<file path="src/rtl/branch_pkg.sv">
// Shared types and constants for the branch resolution stage.
package branch_pkg;

    // Conditional-branch encodings carried in funct3. 010 and 011 are unused.
    typedef enum logic [2:0] {
        BR_BEQ  = 3'b000,
        BR_BNE  = 3'b001,
        BR_BLT  = 3'b100,
        BR_BGE  = 3'b101,
        BR_BLTU = 3'b110,
        BR_BGEU = 3'b111
    } br_funct3_e;

    // Byte distance from a branch to its sequential successor.
    localparam int unsigned PC_STEP = 4;

    // Output register occupancy.
    typedef logic [0:0] state_t;
    localparam state_t ST_EMPTY = 1'b0;
    localparam state_t ST_FULL  = 1'b1;

endpackage

</file>
<file path="src/rtl/branch_cond_eval.sv">
// Combinational branch condition evaluation: compares rs1/rs2 and selects
// the outcome for the given funct3. Unused encodings are flagged illegal
// and never taken.
module branch_cond_eval
    import branch_pkg::*;
#(
    parameter int W = 32
) (
    input  logic [2:0]   funct3_i,
    input  logic [W-1:0] rs1_i,
    input  logic [W-1:0] rs2_i,
    output logic         taken_o,
    output logic         illegal_o
);

    logic signed [W-1:0] rs1_s;
    logic signed [W-1:0] rs2_s;
    logic                eq;
    logic                lts;
    logic                ltu;

    assign rs1_s = rs1_i;
    assign rs2_s = rs2_i;
    assign eq    = (rs1_i == rs2_i);
    assign lts   = (rs1_s < rs2_s);
    assign ltu   = (rs1_i < rs2_i);

    // Select the branch condition encoded by funct3.
    always_comb begin
        taken_o   = 1'b0;
        illegal_o = 1'b0;
        case (funct3_i)
            BR_BEQ:  taken_o = eq;
            BR_BNE:  taken_o = !eq;
            BR_BLT:  taken_o = lts;
            BR_BGE:  taken_o = !lts;
            BR_BLTU: taken_o = ltu;
            BR_BGEU: taken_o = !ltu;
            default: illegal_o = 1'b1;
        endcase
    end

endmodule

</file>
<file path="src/rtl/branch_resolve_unit.sv">
// Registered branch resolution stage: evaluates the branch, computes target
// and fall-through, flags a redirect against the prediction, and holds the
// result in a one-entry valid/ready output register. Saturating counters
// track retired taken branches and retired redirects.
module branch_resolve_unit
    import branch_pkg::*;
#(
    parameter int W     = 32,
    parameter int CNT_W = 32
) (
    input  logic             clk_i,
    input  logic             rst_ni,
    input  logic             flush_i,
    input  logic             cnt_clr_i,
    input  logic             in_valid_i,
    output logic             in_ready_o,
    input  logic [2:0]       funct3_i,
    input  logic [W-1:0]     rs1_i,
    input  logic [W-1:0]     rs2_i,
    input  logic [W-1:0]     pc_i,
    input  logic [W-1:0]     imm_i,
    input  logic             pred_taken_i,
    output logic             out_valid_o,
    input  logic             out_ready_i,
    output logic             taken_o,
    output logic [W-1:0]     target_o,
    output logic             redirect_o,
    output logic [W-1:0]     redirect_pc_o,
    output logic             illegal_o,
    output logic [CNT_W-1:0] taken_cnt_o,
    output logic [CNT_W-1:0] mispred_cnt_o
);

    function automatic logic [CNT_W-1:0] sat_inc(input logic [CNT_W-1:0] v);
        return (&v) ? v : v + CNT_W'(1);
    endfunction

    // Stage p0: combinational resolution of the incoming branch
    logic         taken_p0;
    logic         illegal_p0;
    logic         redirect_p0;
    logic [W-1:0] target_p0;
    logic [W-1:0] fall_p0;
    logic [W-1:0] rpc_p0;

    branch_cond_eval #(.W(W)) u_cond (
        .funct3_i  (funct3_i),
        .rs1_i     (rs1_i),
        .rs2_i     (rs2_i),
        .taken_o   (taken_p0),
        .illegal_o (illegal_p0)
    );

    assign target_p0   = pc_i + imm_i;
    assign fall_p0     = pc_i + W'(PC_STEP);
    assign redirect_p0 = taken_p0 ^ pred_taken_i;
    assign rpc_p0      = taken_p0 ? target_p0 : fall_p0;

    // Stage p1: output register and handshake
    state_t       state_p1;
    logic         vld_p1;
    logic         taken_p1;
    logic         illegal_p1;
    logic         redirect_p1;
    logic [W-1:0] target_p1;
    logic [W-1:0] rpc_p1;
    logic         accept;
    logic         retire;

    logic [CNT_W-1:0] taken_cnt_q;
    logic [CNT_W-1:0] mispred_cnt_q;

    assign vld_p1     = (state_p1 == ST_FULL);
    assign in_ready_o = !flush_i && (!vld_p1 || out_ready_i);
    assign accept     = in_valid_i && in_ready_o;
    assign retire     = vld_p1 && out_ready_i;

    // Occupancy: flush empties, accept fills, lone retire drains.
    always_ff @(posedge clk_i or negedge rst_ni) begin
        if (!rst_ni) begin
            state_p1 <= ST_EMPTY;
        end else if (flush_i) begin
            state_p1 <= ST_EMPTY;
        end else if (accept) begin
            state_p1 <= ST_FULL;
        end else if (retire) begin
            state_p1 <= ST_EMPTY;
        end
    end

    // Result payload loads on accept and holds otherwise.
    always_ff @(posedge clk_i or negedge rst_ni) begin
        if (!rst_ni) begin
            taken_p1    <= 1'b0;
            illegal_p1  <= 1'b0;
            redirect_p1 <= 1'b0;
            target_p1   <= '0;
            rpc_p1      <= '0;
        end else if (accept) begin
            taken_p1    <= taken_p0;
            illegal_p1  <= illegal_p0;
            redirect_p1 <= redirect_p0;
            target_p1   <= target_p0;
            rpc_p1      <= rpc_p0;
        end
    end

    // Performance counters count retiring entries; clear wins over increment.
    always_ff @(posedge clk_i or negedge rst_ni) begin
        if (!rst_ni) begin
            taken_cnt_q   <= '0;
            mispred_cnt_q <= '0;
        end else if (cnt_clr_i) begin
            taken_cnt_q   <= '0;
            mispred_cnt_q <= '0;
        end else if (retire) begin
            if (taken_p1)    taken_cnt_q   <= sat_inc(taken_cnt_q);
            if (redirect_p1) mispred_cnt_q <= sat_inc(mispred_cnt_q);
        end
    end

    assign out_valid_o   = vld_p1;
    assign taken_o       = taken_p1;
    assign illegal_o     = illegal_p1;
    assign redirect_o    = redirect_p1;
    assign target_o      = target_p1;
    assign redirect_pc_o = rpc_p1;
    assign taken_cnt_o   = taken_cnt_q;
    assign mispred_cnt_o = mispred_cnt_q;

endmodule

</file>
<file path="config.mk">
export PLATFORM = sky130hd
export DESIGN_NAME = branch_resolve_unit
export DESIGN_NICKNAME = d
export VERILOG_FILES = /design/src/rtl/branch_pkg.sv /design/src/rtl/branch_cond_eval.sv /design/src/rtl/branch_resolve_unit.sv
export SDC_FILE = /design/constraint.sdc
export NUM_CORES = 1
export LEC_CHECK = 0
export BUFFER_PORTS_ARGS = -buffer_cell sky130_fd_sc_hd__buf_2
export CORE_UTILIZATION = 35
export DETAILED_ROUTE_END_ITERATION = 6
export PLACE_DENSITY = 0.66
export SYNTH_ARGS = -nofsm -noshare
export SYNTH_HDL_FRONTEND = slang
export SYNTH_SLANG_ARGS = --single-unit
</file>
<file path="constraint.sdc">
create_clock -name clk_i -period 3.4 [get_ports clk_i]
set_input_delay 0.51 -clock clk_i [delete_from_list [all_inputs] [get_ports clk_i]]
set_output_delay 0.51 -clock clk_i [all_outputs]
set_load 0.03 [all_outputs]
</file>
After elaboration in Yosys (flattened, before gate mapping) --
Index checks and enable logic that the tools add are counted.
Operators by class: magnitude comparators 2, equal/unequal tests 8, mux-type cells 14, bitwise gates (word level) 1, add/subtract/negate cells 4, reduce and logical (&&, ||, !) cells 19
Operators with widths (number):
- $mux W32 | 9
- $add A32 B1 Y32 const B | 2
- $lt A32 B32 Y1 | 2
- $reduce_and A32 Y1 | 2
- $add A32 B3 Y32 const B | 1
- $add A32 B32 Y32 | 1
- $eq A32 B32 Y1 | 1
- $eq A3 B3 Y1 const B | 4
- $pmux W1 S6 | 1
- $reduce_and A3 Y1 | 2
- $reduce_bool A2 Y1 | 3
- $reduce_or A6 Y1 | 1
- $logic_not A1 Y1 | 5
- $mux W1 | 4
- $ne A2 B2 Y1 const B | 2
- $eq A3 B1 Y1 const B | 1
- $logic_and A1 B1 Y1 | 3
- $logic_not A3 Y1 | 1
- $reduce_bool A3 Y1 | 1
- $logic_or A1 B1 Y1 | 1
- $xor A1 B1 Y1 | 1
Storage, ports and cells: input port bits 138, logic and storage cells 56, register bits after elaboration 132, output and inout port bits 133

Logic depth before layout (Yosys ltp) --
Gate-level depths: netlist of the first run.
depth in word-level cells 6, gate-level depth with buffers 13, depth with buffers taken out 12

Modules after synthesis --
A second synthesis of the first run with hierarchy kept.
Unflattened totals: cells, all modules 1031, area total of the unflattened synthesis 8844.7 sq um
Modules (own cells, without submodules):
- branch_resolve_unit | area an instance 7973.9 sq um, instances 1, sequential area each 3303.2 sq um, cells an instance 910
- branch_cond_eval | area an instance 870.8 sq um, instances 1, sequential area each 0.0 sq um, cells an instance 121

Worst setup path after synthesis of the first run --
OpenSTA, ideal clock, no wires.
path kind input-to-reg, start point input rs2_i[7], end point register rpc_p1[23] (netlist: redirect_pc_o[23]), path buffers 2, data required time 3.320 ns, stages 13, setup time 0.080 ns, arrival 2.951 ns, path slack 0.369 ns, path through inv_1 > ha_1 > a21oi_1 > o21ai_1 > a221oi_2 > o211ai_1 > a21oi_1 > mux2i_1 > or4_1 > buf_2 > buf_6 > or3_1 > o211ai_2
On the way: longest elaborated chain between the ends 4, elaborated cells between the ends (all ways) 8, classes of those cells 2 x order compare; 1 x eq/ne; 2 x mux; 3 x reduce/logical
RTL lines:
- from (decl) | RTL line branch_resolve_unit.sv:19 | input logic [W-1:0] rs2_i,
- $lt A32 B32 Y1, or another cell as far along | RTL line branch_cond_eval.sv:26 | assign ltu = (rs1_i < rs2_i);
- $logic_not A1 Y1 (on tied branches) | RTL line branch_cond_eval.sv:38, branch_cond_eval.sv:34, branch_cond_eval.sv:36
- $pmux W1 S6 * | RTL line branch_cond_eval.sv:32 | case (funct3_i)
- $mux W32 * | RTL line branch_resolve_unit.sv:57 | assign rpc_p0 = taken_p0 ? target_p0 : fall_p0;
- to (signal assigned) | RTL line branch_resolve_unit.sv:104 | rpc_p1 <= rpc_p0;
- to (decl) | RTL line branch_resolve_unit.sv:66 | logic [W-1:0] rpc_p1;
Every way passes the cells marked *; elsewhere a longest branch is shown, timed or not. A chain may end at the register's enable or synchronous reset.

Worst setup path in the final report of the first run --
start point input rs1_i[7], end point register rpc_p1[26] (netlist: redirect_pc_o[26])
On the way: longest elaborated chain between the ends 4, elaborated cells between the ends (all ways) 8, classes of those cells 2 x order compare; 1 x eq/ne; 2 x mux; 3 x reduce/logical
RTL lines:
- from (decl) | RTL line branch_resolve_unit.sv:18 | input logic [W-1:0] rs1_i,
- $lt A32 B32 Y1, or another cell as far along | RTL line branch_cond_eval.sv:26
- $logic_not A1 Y1 (on tied branches) | RTL line branch_cond_eval.sv:38, branch_cond_eval.sv:34, branch_cond_eval.sv:36
- $pmux W1 S6 * | RTL line branch_cond_eval.sv:32
- $mux W32 * | RTL line branch_resolve_unit.sv:57
Marked as above.

==> results of run 1 <==
synthesized netlist by cell type, drive strengths merged, types with 10 or more instances:
library cell  number
buf               10
nand2            113
and4              14
ha                66
or3               13
a21oi             47
nor3              27
and3              23
a221o             20
nand3             47
nand4             27
dfrtp            132
nor2b             13
inv               49
nor2              96
o21ai             54
a21o              32
clkbuf            25
xnor2             43
xor2              62
routing by layer:
layer	GRT usage (%)	vias to the layer above
li1	-	4155
met1	25.9	4013
met2	32.3	287
met3	4.13	62
met4	8.02	4
met5	0	-
sequential cells by signal, indices dropped and copies added (netlist names):
register       count
mispred_cnt_o     32
redirect_pc_o     32
taken_cnt_o       32
target_o          32
illegal_o          1
out_valid_o        1
redirect_o         1
taken_o            1
critical path: stages:
cell and delay (ps):
buf_2 100, ha_1 320, a21oi_1 150, o21ai_1 110, a221oi_2 270, o211ai_1 150, a21oi_1 290, mux2i_1 120
or4_2 690, buf_12 220, and3_1 210, a221o_1 250
logic make-up (layout without fill, tap and decap cells):
kind of cell    after synthesis  in the layout  synth area share (%)
simple gates                399            399                  21.8
compound gates              210            210                  16.1
flops                       132            132                  37.2
xor+xnor                    105            105                  10.4
buf+inv                      84            382                  3.72
fa+ha+maj                    67             67                  9.53
mux                          11             11                  1.28
worst max path at each step:
stage / startpoint / endpoint / slack (ps)
finish: rs1_i[7] / redirect_pc_o[26]$_DFFE_PN0P_ / 300
detailed placement: rs1_i[7] / redirect_pc_o[26]$_DFFE_PN0P_ / -150
floorplan: rs2_i[7] / redirect_pc_o[23]$_DFFE_PN0P_ / 370
global placement: rs1_i[7] / redirect_pc_o[26]$_DFFE_PN0P_ / -70
CTS: rs1_i[7] / redirect_pc_o[26]$_DFFE_PN0P_ / 310
global route: rs2_i[23] / redirect_pc_o[3]$_DFFE_PN0P_ / 80
per-stage QoR:
stage	setup WS (ps)	utilization, %	instances	area, sq um	total power (W)
floorplan	369	-	1008	8870	0.00288
global placement	-69.5	43.8	1598	10800	0.00343
detailed placement	-154	43.8	1598	10800	0.00345
CTS	313	46.0	1630	11300	0.00522
global route	82.6	46.0	1630	11300	0.00542
finish	303	46.0	1630	11300	0.00516
area by class of cell:
cell class,instances,area share [%]
inverter,49,1.63
clock buffer,19,4.00
multi-input combinational,792,46.4
timing repair buffer,301,14.4
clock inverter,13,0.862
sequential,132,29.2
tap,324,3.58
where the power goes:
part | internal, W | switching, W | total (W) | leakage [nW]
clock network | 0.000978 | 0.000761 | 0.00174 | 0.263
registers | 0.00176 | 0.000114 | 0.00187 | 1.74
logic | 0.000556 | 0.000992 | 0.00155 | 3.75
total | 0.00329 | 0.00187 | 0.00516 | 5.75
==> results.sh, run 1 <==
export IMPL_end_kind="register"
export IMPL_power_density_mw_per_mm2=456
export IMPL_numCtsBuffers=17
export IMPL_power_leakage_nw=5.75
export IMPL_yosysSeqAreaShare_pct=37.2
export IMPL_status="complete, no violations"
export IMPL_cts_resized=0
export IMPL_mostFrequentLayoutCells="buf_2, dfrtp_1, nand2_1, nor2_1, ha_1"
export IMPL_via_count=8521
export IMPL_hp_class="input pin to asynchronous set/reset pin"
export IMPL_wirelength_microns=25900
export IMPL_dieWidth_microns=161
export IMPL_highest_layer="met5"
export IMPL_holdWs_ps=129
export IMPL_ant_nets=0
export IMPL_cp_max_fo=54
export IMPL_r2r_end="mispred_cnt_o[20]$_DFFE_PN0P_"
export IMPL_wl_met1_microns=11400
export IMPL_synth_ff_type="dfrtp_1"
export IMPL_critical_path_class="input pin to register"
export IMPL_n_antenna_cell=0
export IMPL_ir_worst_vdd_uv=252
export IMPL_drcViolationCount=0
export IMPL_rsz0062_at_grt="false"
export IMPL_r2r_cells=8
export IMPL_syn_instance_count=1008
export IMPL_grt_pass1_wl_microns=41500
export IMPL_clkSlewWorstSetupHoldPaths_ps=70
export IMPL_area_growth_pct=27.6
export IMPL_maxSlewViolCount=0
export IMPL_grt_pass1_vias=8188
export IMPL_met2_length_microns=12000
export IMPL_arrival_ps=3400
export IMPL_cts_sinks=132
export IMPL_worst_pin_slew_ps=733
export IMPL_ys_ff_latch=132
export IMPL_syn_area_sq_mm=0.00887
export IMPL_fin_crit_sh_pct=91.1
export IMPL_clk_path_buf_depth=2
export IMPL_nFillCells=2413
export IMPL_max_freq_mhz=323
export IMPL_wl_met3_microns=1530
export IMPL_drt_iter0_drc=487
export IMPL_firstDrtPassIters=5
export IMPL_cts_hold_buf=0
export IMPL_start_util_pct=36.1
export IMPL_mostFrequentLayoutCell="buf_2"
export IMPL_slew_limit_headroom_pct=51.1
export IMPL_synth_async_reset_ratio_pct=100
export IMPL_fin_nets=1498
export IMPL_rows=57
export IMPL_synth_top_cell_by_area="dfrtp_1"
export IMPL_synth_edf_count=0
export IMPL_overflow=0
export IMPL_synth_area_leaders="dfrtp_1, ha_1, xor2_1"
export IMPL_via_per_inst=5.23
export IMPL_layout_drive_gt1_share_pct=26.6
export IMPL_timing_setup_tns_ps=0
export IMPL_cts_tree="yes"
export IMPL_io_pins=271
export IMPL_yosys_warnings=0
export IMPL_hold_viol=0
export IMPL_cts_setup_buffers=0
export IMPL_syn_avg_cell_area_sq_um=8.80
export IMPL_root_buffer="clkbuf_16"
export IMPL_htreeDepth=4
export IMPL_antenna_found_initial=2
export IMPL_gp_congestion=0.879
export IMPL_syn_nets=1213
export IMPL_hpwl_microns=19900
export IMPL_synth_top_cell_area_share_pct=37.2
export IMPL_wl_per_cell_microns=15.9
export IMPL_regArea_sq_mm=0.00330
export IMPL_clk_latency_ps=420
export IMPL_r2r_start="mispred_cnt_o[22]$_DFFE_PN0P_"
export IMPL_maxCapViolations=0
export IMPL_dieArea_sq_mm=0.0260
export IMPL_finClkSkew_ps=11.8
export IMPL_yosys_cell_types_count=62
export IMPL_required_ps=3710
export IMPL_globalRouteTotalUtil_pct=19.9
export IMPL_setup_viol=0
export IMPL_portBuffers=270
export IMPL_regToRegSetupSlack_ps=570
export IMPL_multi_input_area_sq_mm=0.00525
export IMPL_start_kind="input pin"
export IMPL_die_h_microns=161
export IMPL_fin_crit_ps=3100
export IMPL_grt_max_degree=76
export IMPL_core_sq_mm=0.0246
(Power assumes the default switching activity.)
==> run 2, diff against run 1 <==
--- a/config.mk
+++ b/config.mk
@@ -8,6 +8,7 @@
 export BUFFER_PORTS_ARGS = -buffer_cell sky130_fd_sc_hd__buf_2
 export CORE_UTILIZATION = 35
 export DETAILED_ROUTE_END_ITERATION = 6
+export MAX_ROUTING_LAYER = met4
 export PLACE_DENSITY = 0.66
 export SYNTH_ARGS = -nofsm -noshare
 export SYNTH_HDL_FRONTEND = slang
==> constraint.sdc (replaced) <==
create_clock -name clk_i -period 3.7 [get_ports clk_i]
set_input_delay 0.555 -clock clk_i [delete_from_list [all_inputs] [get_ports clk_i]]
set_output_delay 0.555 -clock clk_i [all_outputs]
set_load 0.03 [all_outputs]
==> results.sh, run 2 (synthesis results as in run 1) <==
export IMPL_status="complete, no violations"
export IMPL_fin_crit_sh_pct=85.7
export IMPL_io_pins=271
export IMPL_internal_power_w=0.00314
export IMPL_sw_frac_of_total_pct=35.8
export IMPL_wirelength_microns=25900
export IMPL_wl_per_cell_microns=16.0
export IMPL_end_kind="register"
export IMPL_antenna_found_initial=2
export IMPL_core_sq_mm=0.0246
export IMPL_clk_path_buf_depth=2
export IMPL_mostFrequentLayoutCells="buf_2, dfrtp_1, nand2_1, nor2_1, ha_1"
export IMPL_overflow=0
export IMPL_pwr_share_comb_pct=28.8
export IMPL_clkSlewWorstSetupHoldPaths_ps=60
export IMPL_numCtsBuffers=17
export IMPL_dieArea_sq_mm=0.0260
export IMPL_clk_latency_ps=420
export IMPL_firstDrtPassIters=7
export IMPL_globalRouteTotalUtil_pct=20.6
export IMPL_maxCapViolations=0
export IMPL_slew_limit_headroom_pct=46.8
export IMPL_ant_nets=0
export IMPL_die_h_microns=161
export IMPL_hpwl_microns=19900
export IMPL_met2_length_microns=12200
export IMPL_via_per_inst=5.22
export IMPL_highest_layer="met4"
export IMPL_required_ps=4000
export IMPL_cts_sinks=132
export IMPL_dieWidth_microns=161
export IMPL_start_kind="input pin"
export IMPL_power_density_mw_per_mm2=435
export IMPL_crit_family="compound AO/OA/AOI/OAI gates"
export IMPL_root_buffer="clkbuf_16"
export IMPL_critPathMostFrequentCell="a21oi_1"
export IMPL_max_stage_delay_ps=690
export IMPL_drcViolationCount=0
export IMPL_dp_cells=1583
export IMPL_wl_met3_microns=1460
export IMPL_gp_congestion=0.893
export IMPL_portBuffers=270
export IMPL_layout_drive_gt1_share_pct=25.7
export IMPL_wl_met1_microns=11500
export IMPL_fin_cells=1617
export IMPL_arrival_ps=3470
export IMPL_timing_setup_tns_ps=0
export IMPL_fin_nets=1483
export IMPL_cts_setup_buffers=0
export IMPL_setup_viol=0
export IMPL_grt_max_degree=86
export IMPL_worstPathBufferInverterCount=2
export IMPL_p_clk_share_pct=35.9
export IMPL_power_share_sequential_pct=35.3
export IMPL_cp_max_fo=54
export IMPL_cts_resized=0
export IMPL_worst_pin_slew_ps=798
export IMPL_cts_tree="yes"
export IMPL_area_growth_pct=26.9
export IMPL_drt_iter0_drc=490
export IMPL_rsz0062_at_grt="false"
export IMPL_mostFrequentLayoutCell="buf_2"
export IMPL_critical_path_class="input pin to register"
export IMPL_via_count=8448
export IMPL_fin_crit_ps=3170
export IMPL_start_util_pct=36.1
export IMPL_power_leakage_nw=5.70
export IMPL_maxSlewViolCount=0
export IMPL_ir_worst_vdd_uv=232
export IMPL_max_freq_mhz=316
export IMPL_hp_class="input pin to asynchronous set/reset pin"
export IMPL_p_sw_w=0.00175
export IMPL_grt_pass1_wl_microns=41700
export IMPL_cp_cell_sequence="buf_2 -> ha_1 -> a21oi_1 -> o21ai_1 -> a221oi_2 -> o211ai_1 -> a21oi_1 -> mux2i_1 -> or4_2 -> buf_12 -> and3_1 -> a221o_1"
export IMPL_finClkSkew_ps=6.95
export IMPL_rows=57
export IMPL_crit_slowest_cell="or4_2"
export IMPL_hold_viol=0
export IMPL_cts_hold_buf=0
export IMPL_htreeDepth=4
export IMPL_grt_pass1_vias=8275
[run 2: changes by cell type in the layout (fill, tap and decap cells not counted), moves of 2 or more]
cell	change
buf_4	-14
clkinv_2	-3
bufinv_16	+2
diode_2	+2
[run 2: layer usage]
layer,vias up,track usage [%]
met5,-,-
met4,0,7.85
met3,53,4.67
met2,280,33.3
met1,3986,25.0
li1,4129,-
[run 2: stage by stage]
step	total power, W	cell area (sq um)	worst slack [ps]	utilization (%)	hold WS, ps
6_report	0.00490	11300	531	45.8	202
5_1_grt	0.00513	11300	378	45.8	258
4_1_cts	0.00495	11300	553	45.7	225
3_5_place_dp	0.00317	10600	93.9	43.2	460
3_3_place_gp	0.00315	10600	166	43.2	456
2_1_floorplan	0.00265	8870	624	-	259
[run 2: final timing paths]
path,from,endpoint,slack (ps),depth (start not counted)
min,rst_ni,mispred_cnt_o[12]$_DFFE_PN0P_,200,1
min reg2reg,target_o[0]$_DFFE_PN0P_,target_o[0]$_DFFE_PN0P_,470,2
max in group asynchronous,rst_ni,redirect_pc_o[1]$_DFFE_PN0P_,2750,2
max reg2reg,taken_cnt_o[2]$_DFFE_PN0P_,taken_cnt_o[25]$_DFFE_PN0P_,850,9
min in group clk_i,flush_i,out_valid_o$_DFFE_PN0P_,300,2
max,rs1_i[7],redirect_pc_o[26]$_DFFE_PN0P_,530,12
[run 2: power groups by stage]
stage,logic (W),clock network [W],registers [W]
floorplan,0.000573,0,0.00208
global placement,0.00140,0,0.00175
detailed placement,0.00141,0,0.00175
CTS,0.00142,0.00180,0.00173
global route,0.00153,0.00186,0.00175
finish,0.00141,0.00176,0.00173
[run 2: layout make-up]
cell class | count | area (sq um)
flip-flops and latches | 132 | 3300
clock buffers | 18 | 439
diodes | 2 | 5.00
clock inverters | 14 | 171
multi-input cells | 792 | 5250
fillers | 2406 | 13300
well taps | 324 | 405
inverters | 49 | 184
repair buffers | 286 | 1500
==> run 3, diff against run 2 <==
--- a/config.mk
+++ b/config.mk
@@ -6,6 +6,7 @@
 export NUM_CORES = 1
 export LEC_CHECK = 0
 export BUFFER_PORTS_ARGS = -buffer_cell sky130_fd_sc_hd__buf_2
+export CORE_MARGIN = 5
 export CORE_UTILIZATION = 35
 export DETAILED_ROUTE_END_ITERATION = 6
 export MAX_ROUTING_LAYER = met4
==> results.sh, run 3 (synthesis results as in run 1) <==
export IMPL_cts_sinks=132
export IMPL_clk_path_buf_depth=2
export IMPL_mostFrequentLayoutCells="buf_2, dfrtp_1, nand2_1, nor2_1, ha_1"
export IMPL_max_freq_mhz=317
export IMPL_fin_nets=1479
export IMPL_numCtsBuffers=17
export IMPL_fin_util_pct=45.0
export IMPL_cts_setup_buffers=0
export IMPL_internal_power_w=0.00325
export IMPL_dieWidth_microns=169
export IMPL_layout_drive_gt1_share_pct=25.3
export IMPL_antenna_found_initial=0
export IMPL_grt_max_degree=69
export IMPL_drt_iter0_drc=472
export IMPL_start_util_pct=35.4
export IMPL_dieArea_sq_mm=0.0286
export IMPL_slew_limit_headroom_pct=54.9
export IMPL_p_sw_w=0.00170
export IMPL_firstDrtPassIters=5
export IMPL_dp_slack_ps=118
export IMPL_rows=58
export IMPL_arrival_ps=3450
export IMPL_grt_pass1_wl_microns=43300
export IMPL_cts_tree="yes"
export IMPL_finalWorstSetupSlack_ps=549
export IMPL_die_h_microns=169
export IMPL_grt_pass1_vias=8356
export IMPL_startpoint="rs1_i[7]"
export IMPL_power_leakage_nw=5.69
export IMPL_ir_worst_vdd_uv=251
export IMPL_critical_path_class="input pin to register"
export IMPL_htreeDepth=4
export IMPL_required_ps=4000
export IMPL_timing_setup_tns_ps=0
export IMPL_maxCapViolations=0
export IMPL_power_density_mw_per_mm2=440
export IMPL_pwr_share_comb_pct=28.5
export IMPL_root_buffer="clkbuf_16"
export IMPL_clkSlewWorstSetupHoldPaths_ps=60
export IMPL_via_per_inst=5.22
export IMPL_design_area_sq_mm=0.0113
export IMPL_globalRouteTotalUtil_pct=19.3
export IMPL_io_pins=271
export IMPL_cp_max_fo=54
export IMPL_start_kind="input pin"
export IMPL_fin_crit_sh_pct=85.2
export IMPL_dpl_cell_area_sq_mm=0.0106
export IMPL_clk_latency_ps=430
export IMPL_core_sq_mm=0.0250
export IMPL_hpwl_microns=21000
export IMPL_cts_hold_buf=0
export IMPL_sw_frac_of_total_pct=34.4
export IMPL_wl_per_cell_microns=16.8
export IMPL_hp_class="input pin to asynchronous set/reset pin"
export IMPL_gp_congestion=0.894
export IMPL_regToRegSetupSlack_ps=830
export IMPL_rsz0062_at_grt="false"
export IMPL_finClkSkew_ps=14.4
export IMPL_cts_resized=0
export IMPL_mostFrequentLayoutCell="buf_2"
export IMPL_r2r_cells=9
export IMPL_wirelength_microns=27200
export IMPL_setup_viol=0
export IMPL_area_growth_pct=26.9
export IMPL_worst_pin_slew_ps=675
export IMPL_drcViolationCount=0
export IMPL_p_clk_share_pct=36.8
export IMPL_overflow=0
export IMPL_status="complete, no violations"
export IMPL_r2r_end="mispred_cnt_o[30]$_DFFE_PN0P_"
export IMPL_end_kind="register"
export IMPL_power_share_sequential_pct=34.7
export IMPL_via_count=8439
export IMPL_r2r_start="mispred_cnt_o[3]$_DFFE_PN0P_"
export IMPL_fin_crit_ps=3150
export IMPL_hold_viol=0
export IMPL_ant_nets=0
export IMPL_maxSlewViolCount=0
export IMPL_portBuffers=270
-- run 3: critical path, stage by stage --
cell	delay [ps]
buf_2	100
ha_1	310
a21oi_1	160
o21ai_1	90
a221oi_2	290
o211ai_1	160
a21oi_1	290
mux2i_1	110
or4_2	680
buf_12	210
nor2b_1	170
a221o_1	260
-- run 3: power by group through the flow --
stage	clock network (W)	logic [W]	registers, W
6_report	0.00183	0.00141	0.00172
4_1_cts	0.00187	0.00142	0.00172
2_1_floorplan	0	0.000573	0.00208
3_5_place_dp	0	0.00142	0.00174
3_3_place_gp	0	0.00140	0.00175
5_1_grt	0.00194	0.00154	0.00175
-- run 3: worst max path at each step --
stage                                                to  slack [ps]  depth (start not counted)
after CTS                 redirect_pc_o[26]$_DFFE_PN0P_         550                         12
after detailed placement  redirect_pc_o[26]$_DFFE_PN0P_         120                         12
after floorplan           redirect_pc_o[23]$_DFFE_PN0P_         620                         13
after global routing      redirect_pc_o[26]$_DFFE_PN0P_         360                         13
final                      redirect_pc_o[5]$_DFFE_PN0P_         550                         12
after global placement    redirect_pc_o[26]$_DFFE_PN0P_         130                         12
-- run 3: stage by stage --
step                hold slack (ps)  power (W)  instances
floorplan                       259    0.00265       1008
global placement                456    0.00315       1585
detailed placement              461    0.00316       1585
CTS                             144    0.00501       1615
global route                    160    0.00523       1615
finish                          126    0.00496       1616
-- run 3: per-layer routing --
| metal | routed length, microns | vias up | part of all wire [%] | global-route usage (%) |
|---|---|---|---|---|
| li1 | - | 4123 | - | - |
| met1 | 12200 | 4026 | 45 | 24.8 |
| met2 | 12900 | 257 | 47 | 30.8 |
| met3 | 1650 | 33 | 6.1 | 4.50 |
| met4 | 503 | 0 | 1.9 | 5.22 |
| met5 | 0 | - | 0 | - |
-- run 3: cell type report --
type	count	area, sq um
clock inverter	11	178
fill	2461	13800
multi-input combinational	792	5250
inverter	49	184
antenna	1	2.50
clock buffer	19	443
timing repair buffer	282	1490
sequential	132	3300
tap	330	413
